[src/rtl/bowl_pkg.sv]
// -----------------------------------------------------------------------------
// bowl_pkg
// Shared definitions for the bowling score keeper: game geometry defaults,
// the maximum attainable score and the roll-position state encoding.
// -----------------------------------------------------------------------------
package bowl_pkg;

    localparam int PINS_DEF    = 10;   // pins per rack
    localparam int FRAMES_DEF  = 10;   // frames per game
    localparam int SCORE_W_DEF = 11;   // width of the running total
    localparam int MAX_SCORE   = 300;  // perfect game

    // Position within the game. S_X2/S_X3 only exist in the final frame.
    typedef enum logic [2:0] {
        S_R1,    // first roll of a frame
        S_R2,    // second roll of an open first ball
        S_X2,    // final frame, second roll after a strike
        S_X3,    // final frame, fill ball
        S_DONE   // game complete, rolls ignored
    } state_e;

endpackage

[src/rtl/bowling_score_keeper_if.sv]
// -----------------------------------------------------------------------------
// bowling_score_keeper_if
// Roll input / score output bundle between lane input logic and the scorer.
//   roll_valid  single-cycle strobe, roll_pins holds a new roll
//   roll_pins   pins knocked down this roll
//   point       running game total (feeds OutReg7Seg)
//   frame_no    current frame 1..FRAMES
//   roll_no     roll within the frame 1..3
//   score_upd   pulse, a roll was accepted
//   illegal     pulse, a roll was rejected (or clamped)
//   game_over   level, the last roll of the game has been accepted
// master: roll source.  slave: score keeper.
// -----------------------------------------------------------------------------
interface bowling_score_keeper_if
    import bowl_pkg::*;
#(
    parameter int SCORE_W = SCORE_W_DEF
);
    logic               roll_valid;
    logic [3:0]         roll_pins;
    logic [SCORE_W-1:0] point;
    logic [3:0]         frame_no;
    logic [1:0]         roll_no;
    logic               score_upd;
    logic               illegal;
    logic               game_over;

    modport master (
        output roll_valid, roll_pins,
        input  point, frame_no, roll_no, score_upd, illegal, game_over
    );

    modport slave (
        input  roll_valid, roll_pins,
        output point, frame_no, roll_no, score_upd, illegal, game_over
    );
endinterface

[src/rtl/bowl_roll_check.sv]
// -----------------------------------------------------------------------------
// bowl_roll_check
// Combinational legality check and clamp for one roll.
//   state_i      current roll position
//   standing_i   pins still standing (meaningful in S_R2 / S_X3)
//   roll_pins_i  raw pin count from the lane
//   legal_o      roll fits the current rack
//   eff_pins_o   pin count to score (clamped to the rack when CLAMP_EN)
//   is_strike_o  full rack on a first ball (S_R1) or on a fresh rack in S_X2
//   is_spare_o   second ball clears the rack (S_R2)
// -----------------------------------------------------------------------------
module bowl_roll_check
    import bowl_pkg::*;
#(
    parameter int PINS     = PINS_DEF,
    parameter bit CLAMP_EN = 1'b0
) (
    input  state_e     state_i,
    input  logic [3:0] standing_i,
    input  logic [3:0] roll_pins_i,
    output logic       legal_o,
    output logic [3:0] eff_pins_o,
    output logic       is_strike_o,
    output logic       is_spare_o
);

    localparam logic [3:0] PINS_L = 4'(PINS);

    logic [3:0] max_pins;

    // Largest legal count: a fresh rack in S_R1/S_X2, whatever is left otherwise.
    always_comb begin
        // NOTE: every always_comb output gets a default first so no path can
        // leave it unassigned and infer a latch.
        max_pins = PINS_L;
        case (state_i)
            S_R2, S_X3: max_pins = standing_i;
            default:    max_pins = PINS_L;
        endcase
    end

    assign legal_o     = (roll_pins_i <= max_pins);
    assign eff_pins_o  = (legal_o || !CLAMP_EN) ? roll_pins_i : max_pins;
    assign is_strike_o = ((state_i == S_R1) || (state_i == S_X2)) && (eff_pins_o == PINS_L);
    assign is_spare_o  = (state_i == S_R2) && (eff_pins_o == standing_i);

endmodule

[src/rtl/bowling_score_keeper.sv]
// -----------------------------------------------------------------------------
// bowling_score_keeper
// Tracks frame / roll position, applies strike and spare bonuses and holds the
// running game total.
//   clk   system clock, all state on the rising edge
//   rst   synchronous, active-high reset (wins over a roll in the same cycle)
//   bus   slave side of bowling_score_keeper_if (roll in, score/status out)
// A roll strobed on edge N is captured into an input register; the score,
// position and pulses it produces are updated on edge N+1. Strobes may come
// every cycle.
// Optional build macro BOWL_ILLEGAL_CLAMP_EN: an illegal roll is clamped to the
// current legal maximum and scored (illegal and score_upd both pulse). Without
// it an illegal roll changes nothing and only illegal pulses.
// -----------------------------------------------------------------------------
module bowling_score_keeper
    import bowl_pkg::*;
#(
    parameter int PINS    = PINS_DEF,
    parameter int FRAMES  = FRAMES_DEF,
    parameter int SCORE_W = SCORE_W_DEF
) (
    input  logic                   clk,
    input  logic                   rst,
    bowling_score_keeper_if.slave  bus
);

`ifdef BOWL_ILLEGAL_CLAMP_EN
    localparam bit CLAMP_EN = 1'b1;
`else
    localparam bit CLAMP_EN = 1'b0;
`endif

    localparam logic [3:0] PINS_L   = 4'(PINS);
    localparam logic [3:0] LAST_FRM = 4'(FRAMES);

    // Input capture stage
    logic       in_v_q;
    logic [3:0] in_pins_q;

    // Game state
    state_e             state_q;
    logic [3:0]         frame_q;
    logic [1:0]         roll_q;
    logic [3:0]         standing_q;
    logic [1:0]         pend_a_q;   // bonus weight for the next roll, 0..2
    logic               pend_b_q;   // bonus weight for the roll after, 0..1
    logic [SCORE_W-1:0] point_q;
    logic               upd_q;
    logic               ill_q;
    logic               over_q;

    // Roll evaluation
    logic               legal;
    logic [3:0]         eff_pins;
    logic               is_strike;
    logic               is_spare;
    logic               live;
    logic               accept;
    logic               reject;
    logic               last_frame;
    logic [SCORE_W-1:0] eff_w;
    logic [SCORE_W-1:0] point_d;

    bowl_roll_check #(
        .PINS     (PINS),
        .CLAMP_EN (CLAMP_EN)
    ) u_roll_check (
        .state_i     (state_q),
        .standing_i  (standing_q),
        .roll_pins_i (in_pins_q),
        .legal_o     (legal),
        .eff_pins_o  (eff_pins),
        .is_strike_o (is_strike),
        .is_spare_o  (is_spare)
    );

    assign live       = in_v_q && (state_q != S_DONE);
    assign accept     = live && (legal || CLAMP_EN);
    assign reject     = live && !legal;
    assign last_frame = (frame_q == LAST_FRM);

    // pins * (1 + pend_a) with pend_a in 0..2, built from shifts and adds.
    assign eff_w   = SCORE_W'(eff_pins);
    assign point_d = point_q + eff_w
                   + (pend_a_q[0] ? eff_w        : '0)
                   + (pend_a_q[1] ? (eff_w << 1) : '0);

    always_ff @(posedge clk) begin
        // NOTE: sequential state uses non-blocking assignments so every
        // register samples pre-edge values, independent of statement order.
        if (rst) begin
            in_v_q    <= 1'b0;
            in_pins_q <= '0;
        end else begin
            in_v_q    <= bus.roll_valid;
            in_pins_q <= bus.roll_pins;
        end
    end

    always_ff @(posedge clk) begin
        // NOTE: reset is synchronous, so it is just the highest-priority branch
        // of the clocked block rather than part of the sensitivity list.
        if (rst) begin
            state_q    <= S_R1;
            frame_q    <= 4'd1;
            roll_q     <= 2'd1;
            standing_q <= PINS_L;
            pend_a_q   <= 2'd0;
            pend_b_q   <= 1'b0;
            point_q    <= '0;
            upd_q      <= 1'b0;
            ill_q      <= 1'b0;
            over_q     <= 1'b0;
        end else begin
            upd_q <= accept;
            ill_q <= reject;

            if (accept) begin
                point_q <= point_d;

                // Bonuses are only earned in frames before the last one.
                if (!last_frame && (is_strike || is_spare)) begin
                    pend_a_q <= {1'b0, pend_b_q} + 2'd1;
                    pend_b_q <= is_strike;
                end else begin
                    pend_a_q <= {1'b0, pend_b_q};
                    pend_b_q <= 1'b0;
                end

                case (state_q)
                    S_R1: begin
                        if (is_strike) begin
                            if (last_frame) begin
                                state_q <= S_X2;
                                roll_q  <= 2'd2;
                            end else begin
                                frame_q <= frame_q + 4'd1;
                            end
                        end else begin
                            standing_q <= PINS_L - eff_pins;
                            state_q    <= S_R2;
                            roll_q     <= 2'd2;
                        end
                    end
                    S_R2: begin
                        if (!last_frame) begin
                            frame_q    <= frame_q + 4'd1;
                            state_q    <= S_R1;
                            roll_q     <= 2'd1;
                            standing_q <= PINS_L;
                        end else if (is_spare) begin
                            state_q    <= S_X3;
                            roll_q     <= 2'd3;
                            standing_q <= PINS_L;
                        end else begin
                            state_q <= S_DONE;
                            over_q  <= 1'b1;
                        end
                    end
                    S_X2: begin
                        // A second strike re-racks; otherwise the fill ball
                        // faces what is left.
                        standing_q <= is_strike ? PINS_L : (PINS_L - eff_pins);
                        state_q    <= S_X3;
                        roll_q     <= 2'd3;
                    end
                    S_X3: begin
                        state_q <= S_DONE;
                        over_q  <= 1'b1;
                    end
                    default: ;
                endcase
            end
        end
    end

    assign bus.point     = point_q;
    assign bus.frame_no  = frame_q;
    assign bus.roll_no   = roll_q;
    assign bus.score_upd = upd_q;
    assign bus.illegal   = ill_q;
    assign bus.game_over = over_q;

endmodule

[src/flat_wrapper.sv]
// flat-port wrapper written by rule: the top's interface ports become plain ports
module bowling_score_keeper_flat import bowl_pkg::*;
#(
    parameter int PINS    = PINS_DEF,
    parameter int FRAMES  = FRAMES_DEF,
    parameter int SCORE_W = SCORE_W_DEF
)
  (clk, rst, bus_roll_valid, bus_roll_pins, bus_point, bus_frame_no, bus_roll_no, bus_score_upd, bus_illegal, bus_game_over);
  bowling_score_keeper_if #(.SCORE_W(SCORE_W)) bus_i ();
  input  logic clk;
  input  logic rst;
  input wire logic [$bits(bus_i.roll_valid)-1:0] bus_roll_valid;
  input wire logic [$bits(bus_i.roll_pins)-1:0] bus_roll_pins;
  output wire logic [$bits(bus_i.point)-1:0] bus_point;
  output wire logic [$bits(bus_i.frame_no)-1:0] bus_frame_no;
  output wire logic [$bits(bus_i.roll_no)-1:0] bus_roll_no;
  output wire logic [$bits(bus_i.score_upd)-1:0] bus_score_upd;
  output wire logic [$bits(bus_i.illegal)-1:0] bus_illegal;
  output wire logic [$bits(bus_i.game_over)-1:0] bus_game_over;
  assign bus_i.roll_valid = bus_roll_valid;
  assign bus_i.roll_pins = bus_roll_pins;
  assign bus_point = bus_i.point;
  assign bus_frame_no = bus_i.frame_no;
  assign bus_roll_no = bus_i.roll_no;
  assign bus_score_upd = bus_i.score_upd;
  assign bus_illegal = bus_i.illegal;
  assign bus_game_over = bus_i.game_over;
  bowling_score_keeper #(.PINS(PINS), .FRAMES(FRAMES), .SCORE_W(SCORE_W)) u_core (.clk(clk), .rst(rst), .bus(bus_i));
endmodule
[config.mk]
export PLATFORM = sky130hd
export DESIGN_NAME = bowling_score_keeper_flat
export DESIGN_NICKNAME = d
export VERILOG_FILES = /design/src/rtl/bowl_pkg.sv /design/src/rtl/bowling_score_keeper_if.sv /design/src/rtl/bowl_roll_check.sv /design/src/rtl/bowling_score_keeper.sv /design/src/flat_wrapper.sv
export SDC_FILE = /design/constraint.sdc
export NUM_CORES = 1
export LEC_CHECK = 0
export ABC_CLOCK_PERIOD_IN_PS = 6200
export CORE_MARGIN = 5
export CORE_UTILIZATION = 25
export DETAILED_ROUTE_END_ITERATION = 8
export GPL_TIMING_DRIVEN = 0
export PLACE_DENSITY = 0.41
export SYNTH_ARGS = -nofsm -noshare
export SYNTH_HDL_FRONTEND = slang
export SYNTH_SLANG_ARGS = --single-unit
export TNS_END_PERCENT = 20
[constraint.sdc]
create_clock -name clk -period 6.2 [get_ports clk]
set_input_delay 1.24 -clock clk [delete_from_list [all_inputs] [get_ports clk]]
set_output_delay 1.24 -clock clk [all_outputs]
set_load 0.02 [all_outputs]
Word level (Yosys, flattened, before mapping)
Cells that the tools add are included.
{"block": "word_totals", "reg_bits": 35, "wordCells": 79, "inputBits": 7, "out_inout_bits": 20}
{"block": "classes", "add_sub_neg": 6, "n_eq_ne": 13, "mux": 26, "order_cmp": 1, "reduce_logical": 21}
{"op": "two-way mux 4 bit", "count": 8}
{"op": "adder 11 bit", "count": 2}
{"op": "two-way mux 3 bit", "count": 4}
{"op": "one-hot mux 3 bit (4 select lines)", "count": 1}
{"op": "one-hot mux 4 bit (3 select lines)", "count": 1}
{"op": "AND reduction 4 bit", "count": 3}
{"op": "adder 11 x 4 -> 11 bit", "count": 1}
{"op": "two-way mux 2 bit", "count": 5}
{"op": "== test 4 bit, second input constant", "count": 2}
{"op": "one-hot mux 4 bit (2 select lines)", "count": 1}
{"op": "== test 3 x 2 -> 1 bit, second input constant", "count": 2}
{"op": "logical AND 1 bit", "count": 6}
{"op": "inequality test 3 bit, second input constant", "count": 2}
{"op": "one-hot mux 2 bit (3 select lines)", "count": 1}
{"op": "AND reduction 3 bit", "count": 2}
{"op": "two-way mux 5 bit", "count": 1}
{"op": "adder 4 x 1 -> 4 bit, second input constant", "count": 1}
{"op": "== test 4 bit", "count": 1}
{"op": "less-or-equal comparator 4 bit", "count": 1}
{"op": "inequality test 2 x 1 -> 1 bit, second input constant", "count": 2}
{"op": "inequality test 2 bit, second input constant", "count": 2}
{"op": "nonzero test 2 bit", "count": 2}
{"op": "nonzero test 4 bit", "count": 1}
{"op": "subtractor 4 bit, first input constant", "count": 1}
{"op": "10 further kinds", "count": 14}

Depth between registers and ports, before layout
Gate-level depths: netlist of the first run.
{"block": "logic_depth", "depth_word": 6, "ltp_mapped": 13, "mapped_depth_nobuf": 13}

Modules after synthesis
Synthesis of the first run repeated with hierarchy kept, for this count alone.
{"block": "unflattened", "cells_unflattened": 246, "area_unflattened_um2": 2284.7}
{"module": "bowling_score_keeper", "cells_per_inst": 218, "seq_area_each_um2": 700.7, "area_per_inst_um2": 2068.2, "instances": 1}
{"module": "bowl_roll_check", "cells_per_inst": 28, "seq_area_each_um2": 0.0, "area_per_inst_um2": 216.5, "instances": 1}

Worst setup path before layout of the first run
Ideal clock, no wire load.
{"block": "synth_timing", "kind": "register to register", "start": "register u_core.in_pins_q[2]", "end": "register u_core.point_q[10] (netlist: u_core.bus.point[10])", "t_arrival_ns": 2.832, "setup_slack_ns": 3.235, "period_less_slack_ns": 2.965, "required_time_ns": 6.068, "path_stages_with_launch": 11, "n_path_buf": 0, "setup_ns": 0.132, "cell_sequence": "dfxtp_1 -> and2_1 -> fa_1 -> fa_1 -> ha_1 -> fa_1 -> a211oi_1 -> nor2_1 -> nor2_1 -> or4_1 -> a21oi_1"}
{"block": "synth_via", "elab_chain_cells": 3, "word_cells_on_any_way": 7, "classes_between": "add/sub (3); order compare (1); mux (2); reduce/logical (1)"}
{"element": "start, declared", "line_no": "bowling_score_keeper.sv:38", "source": "logic [3:0] in_pins_q;"}
{"element": "start signal, assigned", "line_no": "bowling_score_keeper.sv:96", "source": "in_pins_q <= bus.roll_pins;"}
{"element": "adder 11 x 4 -> 11 bit or two-way mux 4 bit (tied branches)", "line_no": "bowling_score_keeper.sv:84, bowling_score_keeper.sv:85"}
{"element": "adder 11 bit", "line_no": "bowling_score_keeper.sv:85", "source": "+ (pend_a_q[0] ? eff_w : '0)"}
{"element": "adder 11 bit", "line_no": "bowling_score_keeper.sv:86", "source": "+ (pend_a_q[1] ? (eff_w << 1) : '0);"}
{"element": "end signal, assigned", "line_no": "bowling_score_keeper.sv:119", "source": "point_q <= point_d;"}
{"element": "end, declared", "line_no": "bowling_score_keeper.sv:47", "source": "logic [SCORE_W-1:0] point_q;"}
Parallel ways exist; a longest one is shown, timed or not.
A chain may end at the register's enable or synchronous reset.

Worst setup path in the final report of the first run
{"block": "layout_timing", "start": "register u_core.in_pins_q[2]", "end": "register u_core.point_q[8] (netlist: u_core.bus.point[8])"}
Same word-level chain as after synthesis.

==> results.toml, run 1 <==
[global_routing]
grt_usage_pct = 10.1
antenna_found_initial = 0
grt.overflow.total = 0
grt_first_pass_wirelength_um = 9040
grt_pass1_vias = 1779
grt_max_degree = 11

[run_status]
outcome = "finished, final reports clean"

[floorplanning]
coreArea_sq_um = 8720
pin_count = 27
start_util_pct = 25.5
dieArea_sq_um = 10900
rows = 34
die_y_um = 104
die_width_um = 104

[sta]
tns_ns = 0
worst_hold_slack_ns = 0.483
tightest_slew_ns = 0.597
fin_skew_ns = 0.00475
hold_viol_final = 0
fmax_mhz = 304
maxSlewHeadroom_pct = 60.2
rsz0062_at_grt = "false"
timing.final.crit_share_pct = 53.1
slew_viol_final = 0
setup_viol = 0
finalCriticalPeriod_ns = 3.29

[place]
placed_cell_area_sq_um = 2620
port_buffers = 26
gp_congestion = 0.733
dp_hpwl_um = 3990

[pwr]
clockPowerShare_pct = 37.4
vdd_drop_max_v = 0.0000889
p_comb_share_pct = 14.6
powerDensity_nw_per_um2 = 184
seq_power_share_pct = 48.0
cellLeakagePower_nw = 1.13
internal-power_w = 0.000366
swShare_pct = 27.1
total_power_w = 0.000502
power.switching_w = 0.000136

[synth]
syn_area_per_cell_sq_um = 9.47
synth_nets = 267
syn_area_sq_um = 2230
ys_seq_area_share_pct = 31.5
synth_ff_type = "dfxtp_1"
synth_seq_cells = 35
ys_warn_count = 0
synth_cell_type_count = 50
synthArstFlopShare_pct = 0
synth_edf_count = 0
synthCells = 235

[drt]
viasPerCell = 4.82
num_vias = 1818
wl_um = 5300
antenna_left = 0
drtPass1Iterations = 4
wire_per_inst_um = 14.1
drtIter0Drc = 44
drc = 0

[clocking]
postCtsSetupBuffers = 0
h-tree-depth = 2
cts_tree = "yes"
numClockSinks = 35
cts_buffer_depth = 2
cts-resized-gates = 0
root_buffer = "clkbuf_8"
cts-hold-fix-buffers = 0
cts_buffers = 5
clkTransAtPathRegs_ns = 0.07
clk_latency_ns = 0.29

[layout]
most-common-layout-cells = "dfxtp_1, clkdlybuf4s50_1, nor2_1"
antenna_cells = 0
stdcell_area_sq_um = 2720
fillers = 928
drive_gt1_share_pct = 8.92
finalNetCount = 300
final_util_pct = 31.2
syn_to_final_growth_pct = 22.3
layout.cells.most_common = "dfxtp_1"

[critical_path]
cp-end-kind = "register"
cp.arrival_ns = 3.44
cp-start-kind = "register"
critPathKind = "register to register"
worstPathRequired_ns = 6.35
crit_fanout = 8

[flow_run]
maxCapViolCount = 0

[worst_hold_path]
hold_path.class = "register to register"
==> power by group through the flow <==
stage          clock network [W]  registers [W]  logic [W]
2_1_floorplan                  0       0.000248  0.0000481
3_3_place_gp                   0       0.000246  0.0000742
3_5_place_dp                   0       0.000246  0.0000743
4_1_cts                 0.000198       0.000241  0.0000745
5_1_grt                 0.000209       0.000242  0.0000818
6_report                0.000188       0.000241  0.0000734
==> critical path: stages, from the launching register on <==
cell and delay, ns:
dfxtp_1 0.55, and2_1 0.21, fa_1 0.44, fa_1 0.46, ha_1 0.25, fa_1 0.43, a211oi_1 0.26, nor2_1 0.09
nor2_1 0.23, or4_1 0.16, a21oi_1 0.06
==> area by class of cell <==
cell class | instances | area (sq um) | share of cell area (%)
Buffer | 9 | 52.6 | 1.93
Clock buffer | 8 | 100 | 3.68
Inverter | 10 | 37.5 | 1.38
Multi-Input combinational cell | 181 | 1440 | 52.7
Sequential cell | 35 | 701 | 25.7
Tap cell | 108 | 135 | 4.97
Timing Repair Buffer | 26 | 260 | 9.56
==> synth_stat cells (2+ instances only) <==
master    count  area [sq um]
nor4_1        3          18.8
o31ai_1       3          22.5
nand2b_1      2          12.5
a21o_1        2          15.0
nor2_1       22          82.6
nand3_1       5          25.0
mux2i_1      10           100
a21oi_1      18          90.1
o311ai_0      2          17.5
o41ai_1       2          17.5
inv_1        10          37.5
clkbuf_1      4          15.0
or4_1         3          22.5
o21ai_0      12          60.1
buf_2         3          15.0
nand3b_4      2          40.0
a31oi_1       2          12.5
nand2_1       8          30.0
nor3_1        5          25.0
fa_1          7           140
buf_6         2          22.5
dfxtp_1      35           701
ha_1         18           225
and2_1        9          56.3
a211oi_1      4          30.0
or3_1         3          18.8
xnor2_1       8          70.1
o21a_1        4          30.0
nor2b_1       6          37.5
==> routing by layer <==
metal	wire length, um	up-vias	GRT usage [%]
li1	-	914	-
met1	2650	870	13.6
met2	2400	28	15.7
met3	166	6	2.61
met4	81	0	3.33
met5	0	-	0
==> state kept, by name, indices dropped and copies added, names as in the netlist <==
| signal | flops |
|---|---|
| u_core.bus.frame_no | 4 |
| u_core.bus.game_over | 1 |
| u_core.bus.illegal | 1 |
| u_core.bus.point | 11 |
| u_core.bus.roll_no | 2 |
| u_core.bus.score_upd | 1 |
| u_core.in_pins_q | 4 |
| u_core.in_v_q | 1 |
| u_core.pend_a_q | 2 |
| u_core.pend_b_q | 1 |
| u_core.standing_q | 4 |
| u_core.state_q | 3 |
==> logic make-up (layout without fill, tap and decap cells) <==
kind of cell    after synthesis  in the layout  synth area share, %
simple gates                 78             78                 21.0
compound gates               59             59                 19.0
flops                        35             35                 31.5
fa+ha+maj                    25             25                 16.4
buf+inv                      19             53                 4.05
mux                          10             10                 4.50
xor+xnor                      9              9                 3.54
==> through the flow <==
stage | std cells | setup slack, ns
6_report | 377 | 2.91
3_5_place_dp | 369 | 2.88
3_3_place_gp | 369 | 2.89
4_1_cts | 377 | 2.87
5_1_grt | 377 | 2.71
2_1_floorplan | 235 | 3.24
==> path summary, 6_finish.rpt <==
check / end / cells past startpoint / slack (ns) / start
min: u_core.bus.game_over / 1 / 0.48 / u_core.bus.game_over
max reg2reg: u_core.bus.point[8] / 10 / 2.91 / u_core.in_pins_q[2]
max: u_core.bus.point[8] / 10 / 2.91 / u_core.in_pins_q[2]
min reg2reg: u_core.bus.game_over / 1 / 0.48 / u_core.bus.game_over
Power figures use the tool's default switching activity.
==> inputs of run 2 (changes only) <==
ABC_CLOCK_PERIOD_IN_PS = 3100   (was 6200)
clock period = 3.1 ns   (was 6.2 ns; I/O delays follow)
==> run 2 against run 1 <==
Register-to-register slack lost 2.8 ns. Critical path type unchanged. Clock power grew 97%. Critical endpoint is now u_core.bus.point[10]. First-iteration DRC count shrank 4.5%. Cell count grew 0.27%. Routed wire length grew 0.55%. Sequential cell count is the same. Non-clock buffer count grew 1. Hold slack lost 0.0035 ns. Critical path depth grew 2. Largest cell class unchanged. Combinational power grew 100%. Clock-buffer cell count is the same.
==> results.toml, run 2 (synthesis gave the netlist of run 1 again) <==
[critical_path]
crit_cells = 12
crit_fanout = 8
critPathKind = "register to register"
reg2reg_depth = 12
worstReg2RegStart = "u_core.in_pins_q[1]"
crit_slowest_cell = "fa_1"
cp-start-kind = "register"
cp_top_family = "adder cells"
cp.arrival_ns = 3.16
timing.reg2reg.setup_slack_ns = 0.15
timing.rr.end = "u_core.bus.point[10]"
worstPathRequired_ns = 3.32
crit_buf_inv = 2
critPathMaxStageDelay_ns = 0.49
path_cells = "and2_1 > fa_1 > inv_1 > fa_1 > inv_1 > ha_4 > fa_2 > a211oi_2 > nor2_2 > nor2_4 > or4_1 > a21oi_1"
cp-end-kind = "register"

[sta]
worst_hold_slack_ns = 0.480
setup_viol = 0
finalCriticalPeriod_ns = 2.95
timing.final.crit_share_pct = 95.1
rsz0062_at_grt = "true"
slew_viol_final = 0
setup_slack_ns = 0.153
maxSlewHeadroom_pct = 60.1
hold_viol_final = 0
fin_skew_ns = 0.00522
tns_ns = 0
tightest_slew_ns = 0.598
fmax_mhz = 339

[clocking]
cts_buffers = 5
h-tree-depth = 2
cts-hold-fix-buffers = 0
clk_latency_ns = 0.29
cts_tree = "yes"
clkTransAtPathRegs_ns = 0.07
cts_buffer_depth = 2
root_buffer = "clkbuf_8"
numClockSinks = 35

[worst_hold_path]
hold_path.class = "register to register"
holdPathEnd = "u_core.bus.game_over"
hold_depth = 1
hold_start = "u_core.bus.game_over"

[drt]
drtIter0Drc = 42
antenna_left = 0
drc = 0
drtPass1Iterations = 4
wl_um = 5330
viasPerCell = 4.80
wire_per_inst_um = 14.1
num_vias = 1813

[floorplanning]
die_width_um = 104
start_util_pct = 25.5
pin_count = 27
rows = 34
die_y_um = 104
coreArea_sq_um = 8720
dieArea_sq_um = 10900

[pwr]
cellLeakagePower_nw = 1.14
vdd_drop_max_v = 0.000177
powerDensity_nw_per_um2 = 361

[place]
place_ws_ns = -0.219
gp_congestion = 0.733
dp_hpwl_um = 3990
dpl.cell_count = 369
port_buffers = 26

[layout]
largest_reg_flops = 11
finalNetCount = 301
fillers = 932
most-common-layout-cells = "dfxtp_1, clkdlybuf4s50_1, nor2_1"
antenna_cells = 0
fin_cells = 378
drive_gt1_share_pct = 12.6
layout.cells.most_common = "dfxtp_1"
syn_to_final_growth_pct = 24.5

[global_routing]
grt.overflow.total = 0
grt_usage_pct = 10.1
grt_max_degree = 11
grt_pass1_vias = 1779
grt_first_pass_wirelength_um = 9040
antenna_found_initial = 0

[flow_run]
maxCapViolCount = 0

[run_status]
outcome = "finished, final reports clean"
## run 2: through the flow
stage	area [sq um]	total power, W	util (%)
floorplan	2230	0.000591	-
global placement	2620	0.000641	30.1
detailed placement	2620	0.000641	30.1
CTS	2730	0.00103	31.3
global route	2770	0.00106	31.8
finish	2770	0.00100	31.8
## run 2: repair_timing
action | in CTS | in global routing
buffers inserted | 0 | 1
pin swaps | 0 | 4
setup endpoints to repair | 4 | 6
resized for setup | 5 | 9
## run 2: power by group
part | switching [W] | internal (W) | total (W)
combinational | 0.0000822 | 0.0000660 | 0.000148
sequential | 0.0000174 | 0.000463 | 0.000481
clock | 0.000168 | 0.000203 | 0.000371
total | 0.000268 | 0.000732 | 0.00100
## run 2: cell type report
cell class / instances / area (sq um) / area share [%]
clock buffers: 8 / 100 / 3.61
repair buffers: 27 / 268 / 9.66
well taps: 108 / 135 / 4.88
multi-input cells: 181 / 1470 / 52.9
inverters: 10 / 37.5 / 1.35
flip-flops and latches: 35 / 713 / 25.7
plain buffers: 9 / 52.6 / 1.90
## run 2: how the worst max path moves through the flow
stage	startpoint	to	slack (ns)
detailed placement	u_core.in_pins_q[2]	u_core.bus.point[8]	-0.22
global route	u_core.in_pins_q[0]	u_core.bus.point[10]	-0.008
CTS	u_core.pend_a_q[0]	u_core.bus.point[8]	0.01
global placement	u_core.in_pins_q[2]	u_core.bus.point[10]	-0.21
finish	u_core.in_pins_q[1]	u_core.bus.point[10]	0.15
floorplan	u_core.in_pins_q[2]	u_core.bus.point[10]	0.14
## run 2: worst register-to-register path, stage by stage, from the launching register on
cell and delay (ns):
dfxtp_4 0.38, and2_1 0.18, fa_1 0.49, inv_1 0.05, fa_1 0.37, inv_1 0.10, ha_4 0.16, fa_2 0.25
a211oi_2 0.09, nor2_2 0.16, nor2_4 0.06, or4_1 0.46, a21oi_1 0.14
## run 2: layer usage
| metal | GRT usage, % | wire, um |
|---|---|---|
| met1 | 13.6 | 2670 |
| met2 | 15.7 | 2420 |
| met3 | 2.61 | 186 |
| met4 | 3.33 | 57 |
| met5 | 0 | 0 |
